**config.mk**
```make
export PLATFORM = sky130hd
export DESIGN_NAME = uart_tx
export DESIGN_NICKNAME = d
export VERILOG_FILES = /design/src/rtl/uart_tx.sv
export SDC_FILE = /design/constraint.sdc
export NUM_CORES = 1
export LEC_CHECK = 0
export CELL_PAD_IN_SITES_DETAIL_PLACEMENT = 0
export CELL_PAD_IN_SITES_GLOBAL_PLACEMENT = 1
export CORE_ASPECT_RATIO = 1.1
export CORE_MARGIN = 5
export CORE_UTILIZATION = 47
export CTS_CLUSTER_DIAMETER = 60
export CTS_CLUSTER_SIZE = 12
export DETAILED_ROUTE_END_ITERATION = 12
export GPL_ROUTABILITY_DRIVEN = 0
export PLACE_DENSITY_LB_ADDON = 0.1
export SYNTH_ARGS = -nofsm -noshare
export SYNTH_HDL_FRONTEND = slang
export SYNTH_SLANG_ARGS = --single-unit
```
**constraint.sdc**
```tcl
create_clock -name clk -period 6.7 [get_ports clk]
set_clock_uncertainty 0.15 [all_clocks]
set_input_delay 0.67 -clock clk [delete_from_list [all_inputs] [get_ports clk]]
set_output_delay 0.67 -clock clk [all_outputs]
set_load 0.05 [all_outputs]
```
**src/rtl/uart_tx.sv**
```systemverilog
// uart_tx: 8N1 serial transmitter with a valid/ready byte handshake.
// One start bit (low), eight data bits LSB first, one stop bit (high). Every
// bit is held for CLKS_PER_BIT clocks, timed by an internal baud counter.
// tx and busy are registered, so the line never glitches. tx_ready is a pure
// function of busy and has no combinational path from tx_valid.
module uart_tx #(
  parameter int CLKS_PER_BIT = 16,  // clocks per serial bit, >= 2
  parameter int CNT_W        = 16   // baud counter width, 2**CNT_W > CLKS_PER_BIT
) (
  input  logic       clk,
  input  logic       rst,       // synchronous, active-high
  input  logic [7:0] tx_data,
  input  logic       tx_valid,
  output logic       tx_ready,
  output logic       busy,
  output logic       tx
);

  typedef enum logic [1:0] {
    S_IDLE  = 2'd0,
    S_START = 2'd1,
    S_DATA  = 2'd2,
    S_STOP  = 2'd3
  } state_t;

  // Counter value on the last clock of a bit period.
  localparam logic [CNT_W-1:0] CNT_LAST = CNT_W'(CLKS_PER_BIT - 1);

  state_t           r_state, w_state_nxt;
  logic [CNT_W-1:0] r_cnt,   w_cnt_nxt;
  logic [2:0]       r_idx,   w_idx_nxt;
  logic [7:0]       r_sh,    w_sh_nxt;
  logic             r_tx,    w_tx_nxt;
  logic             r_busy,  w_busy_nxt;
  logic             w_bit_end;
  logic             w_accept;

  assign w_bit_end = (r_cnt == CNT_LAST);
  assign tx_ready  = ~r_busy;
  assign w_accept  = tx_valid & tx_ready;
  assign busy      = r_busy;
  assign tx        = r_tx;

  // Next-state and next-output logic for the frame sequencer.
  always_comb begin
    // NOTE: every target gets a hold value first, so paths that do not assign
    // it cannot infer a latch; blocking '=' is correct in combinational logic.
    w_state_nxt = r_state;
    w_cnt_nxt   = r_cnt;
    w_idx_nxt   = r_idx;
    w_sh_nxt    = r_sh;
    w_tx_nxt    = r_tx;
    w_busy_nxt  = r_busy;

    unique case (r_state)
      S_IDLE: begin
        w_tx_nxt   = 1'b1;
        w_busy_nxt = 1'b0;
        if (w_accept) begin
          // Byte captured here; later tx_data changes cannot reach the frame.
          // The start bit begins on this same edge (zero latency).
          w_sh_nxt    = tx_data;
          w_cnt_nxt   = '0;
          w_idx_nxt   = 3'd0;
          w_tx_nxt    = 1'b0;
          w_busy_nxt  = 1'b1;
          w_state_nxt = S_START;
        end
      end

      S_START: begin
        if (w_bit_end) begin
          w_cnt_nxt   = '0;
          w_tx_nxt    = r_sh[0];
          w_state_nxt = S_DATA;
        end else begin
          w_cnt_nxt = r_cnt + 1'b1;
        end
      end

      S_DATA: begin
        if (w_bit_end) begin
          w_cnt_nxt = '0;
          if (r_idx != 3'd7) begin
            // Bit 0 of the shifter is the bit on the line; sh[1] is the next.
            w_sh_nxt  = r_sh >> 1;
            w_tx_nxt  = r_sh[1];
            w_idx_nxt = r_idx + 3'd1;
          end else begin
            w_tx_nxt    = 1'b1;
            w_state_nxt = S_STOP;
          end
        end else begin
          w_cnt_nxt = r_cnt + 1'b1;
        end
      end

      S_STOP: begin
        if (w_bit_end) begin
          // Line stays high; the next acceptance can come one edge later.
          w_cnt_nxt   = '0;
          w_tx_nxt    = 1'b1;
          w_busy_nxt  = 1'b0;
          w_state_nxt = S_IDLE;
        end else begin
          w_cnt_nxt = r_cnt + 1'b1;
        end
      end

      default: begin
        w_tx_nxt    = 1'b1;
        w_busy_nxt  = 1'b0;
        w_cnt_nxt   = '0;
        w_state_nxt = S_IDLE;
      end
    endcase
  end

  // State and datapath registers; reset aborts any frame and idles the line.
  always_ff @(posedge clk) begin
    // NOTE: sequential state uses non-blocking '<=' so every register samples
    // the pre-edge values, independent of statement order.
    if (rst) begin
      r_state <= S_IDLE;
      r_cnt   <= '0;
      r_idx   <= 3'd0;
      r_sh    <= 8'h00;
      r_tx    <= 1'b1;
      r_busy  <= 1'b0;
    end else begin
      r_state <= w_state_nxt;
      r_cnt   <= w_cnt_nxt;
      r_idx   <= w_idx_nxt;
      r_sh    <= w_sh_nxt;
      r_tx    <= w_tx_nxt;
      r_busy  <= w_busy_nxt;
    end
  end

endmodule

```
==> results.tsv <==
stage	metric	value	unit
sta	slew_viol_final	0	
hold_path	hold_path_depth	2	
sta	fin_crit_sh	43.6	%
sta	post-route-min-period	2920	ps
clock_tree	cts_setup_buffers	0	
pwr	seq_power_share	30.7	%
cells_and_area	area.growth.synth_to_final	13.5	%
setup_path	endpoint_kind	flip-flop	
setup_path	r2r-start	r_state[0]	
synthesis	synthesis.area	0.00176	mm²
setup_path	path_class	input pin to flip-flop	
synthesis	synth_most_common_cell	dfxtp_1	
route	ant_nets	0	
floorplanning	die_area	0.00507	mm²
floorplanning	fp.dieH	74.2	µm
setup_path	r2r_slack	4000	ps
route	wl	4060	µm
setup_path	path_cells	clkdlybuf4s50_1, nand2b_1, nand2_1, nand2b_1, or4_1, a21oi_1	
cells_and_area	drive_gt1_share	9.77	%
hold_path	worstHoldStart	tx	
synthesis	synth.top_cell.area_share	35.3	%
sta	rsz0062_at_grt	false	
route	dr.pass1.iters	4	
outcome	status	complete, no violations	
setup_path	rr_worst_depth	6	
pwr	p_leak	0.000680	µW
route	drcViolationCount	0	
setup_path	cp_data_required_time	6770	ps
pwr	p_sw	335	µW
setup_path	cp_slowest_cell	nand2_1	
synthesis	yosys_warnings	0	
sta	hold_viol	0	
route	vias	1587	
clock_tree	clkSinkCount	31	
sta	final.setup.tns	0	ps
clock_tree	clkLatencyLatePin	290	ps
sta	tightest_slew	963	ps
pwr	clkPwrFrac	18.5	%
clock_tree	cts_buffer_depth	2	
sta	finalSetupViolations	0	
synthesis	synth_cell_types	44	
clock_tree	cts_hold_buf	0	
route	drt_iter0_markers	103	
clock_tree	cts_tree	done	
clock_tree	cts-htree-levels	2	
cells_and_area	fin_nets	233	
synthesis	netlist_top_cells_count	31 x dfxtp_1, 23 x a21oi_1, 16 x nand2_1	
synthesis	synth_edf_count	0	
setup_path	worstSetupStartpointType	input pin	
clock_tree	cts_inserted_buffers	5	
sta	relSlewSlack	35.7	%
sta	fmax	0.343	GHz
synthesis	synth_area_per_cell	8.71	µm²
clock_tree	clk_pin_slew	70	ps
synthesis	async_reset_ff_share	0	%
synthesis	seq_area_frac_synth	35.3	%
setup_path	cp.buffers_inverters	1	
floorplanning	ios	14	
synthesis	ys_top_cells_by_area	dfxtp_1 35%, a21oi_1 6.5%, ha_1 5.7%	
hold_path	hp-class	flip-flop to flip-flop	
synthesis	synth_largest_area_cell	dfxtp_1	
floorplanning	die_w	68.3	µm
global_route	track_usage	18.3	%
route	routed_via_density	5.99	
pwr	pwr-share-comb	50.8	%
global_route	grt_pass1_wl	7020	µm
global_route	grt_max_degree	30	
setup_path	critPathMaxStageDelay	710	ps
synthesis	ys_ff_latch	31	
floorplanning	core	0.00363	mm²
setup_path	cp_top_family	simple AND/OR/NAND/NOR gates	
floorplanning	rows	23	
clock_tree	post_cts_resized	0	
setup_path	r2r-end	r_cnt[14]	
hold_path	whs_endpoint	tx	
cells_and_area	antenna_cells	0	
global_route	grt_pass1_vias	1558	
floorplanning	initial_utilization	48.5	%
setup_path	arrival	2990	ps
run	drv_cap	0	
synthesis	synthesis.nets	221	
clock_tree	cts-root-buf	clkbuf_8	
pwr	power_density	387	mW/mm²
global_route	antenna_found_initial	0	
route	detail_route.wl_per_cell	15.3	µm
synthesis	dominantRegCellSynth	dfxtp_1	
global_route	overflow	0	
setup_path	critical_path.most_common_cell	nand2b_1	
placed_design	dp_hpwl	2860	µm
placed_design	port-buffer-count	13	
pwr	sw_frac_of_total	43.3	%
cells_and_area	final_core_utilization	55.1	%
setup_path	cp_max_fo	27	
pwr	p_int	439	µW
pwr	vdd_drop_max	0.206	mV
synthesis	synthCells	202	
-- metrics by stage --
step / instances / worst slack [ps] / hold WS, ps / area, µm² / total power [µW]
2_1_floorplan: 202 / 4560 / 296 / 1760 / 565
3_3_place_gp: 257 / 3580 / 302 / 1920 / 626
3_5_place_dp: 257 / 3510 / 321 / 1920 / 635
4_1_cts: 265 / 3800 / 336 / 2000 / 778
5_1_grt: 265 / 3600 / 369 / 2000 / 834
6_report: 265 / 3780 / 332 / 2000 / 773
-- layout make-up --
type / instances / area [µm²]
fillers: 359 / 1630
multi-input cells: 154 / 1060
flip-flops and latches: 31 / 621
repair buffers: 15 / 145
clock buffers: 7 / 76.3
well taps: 50 / 62.6
inverters: 7 / 26.3
clock inverters: 1 / 5.00
-- worst min-delay path: cells and delay by family (launching register included) --
family | cells | cell delay, ps
flip-flops | 1 | 310
AO/OA/AOI/OAI | 1 | 70
AND/OR/NAND/NOR | 1 | 50
-- flip-flops by register name, summed over array words and instances (netlist names) --
signal and count:
busy 1, r_cnt 16, r_idx 3, r_sh 8
r_state 2, tx 1
-- cell usage in the layout (no fill, tap or decap), types with 3 or more instances in the layout --
cell type / count
or3_1: 5
a32o_1: 3
nand4_1: 4
clkbuf_8: 5
nand3_1: 7
a21oi_2: 3
nor3_1: 4
a311oi_2: 3
nand2b_1: 3
or4_1: 3
a21oi_1: 23
mux2i_1: 8
a31oi_1: 3
clkdlybuf4s50_1: 13
a311oi_1: 5
ha_1: 8
and3_1: 4
nand2_1: 16
inv_1: 7
nor2_1: 9
o21ai_0: 15
dfxtp_1: 31
nand3b_1: 4
-- routing by layer --
| layer | track usage (%) | vias to the layer above | routed length, µm |
|---|---|---|---|
| li1 | - | 790 | - |
| met1 | 20.6 | 775 | 1790 |
| met2 | 33.0 | 15 | 2100 |
| met3 | 3.93 | 7 | 90 |
| met4 | 7.28 | 0 | 78 |
| met5 | 0 | - | 0 |
-- cell families (layout without fill, tap and decap cells) --
family	count (synthesis)	after routing	share of synthesized area, %
mux	8	8	4.55
compound gates	66	66	26.4
buf+inv	17	30	4.41
simple gates	72	72	23.7
fa+ha+maj	8	8	5.69
flops	31	31	35.3
-- how the worst max path moves through the flow --
stage	start	end	slack, ps	cells after the start
3_5_place_dp	tx_valid	r_cnt[14]	3510	6
6_report	tx_valid	r_cnt[14]	3780	6
5_1_grt	tx_valid	r_cnt[14]	3600	6
4_1_cts	tx_valid	r_cnt[14]	3800	6
3_3_place_gp	tx_valid	r_cnt[14]	3580	6
2_1_floorplan	r_cnt[12]	r_sh[4]	4560	6
-- power groups by stage --
stage | clock, µW | sequential (µW) | combinational [µW]
3_3_place_gp | 0 | 241 | 385
3_5_place_dp | 0 | 242 | 393
6_report | 143 | 237 | 393
5_1_grt | 155 | 242 | 436
4_1_cts | 146 | 238 | 395
2_1_floorplan | 0 | 252 | 313
No activity file was read; power rests on OpenSTA's default activity.
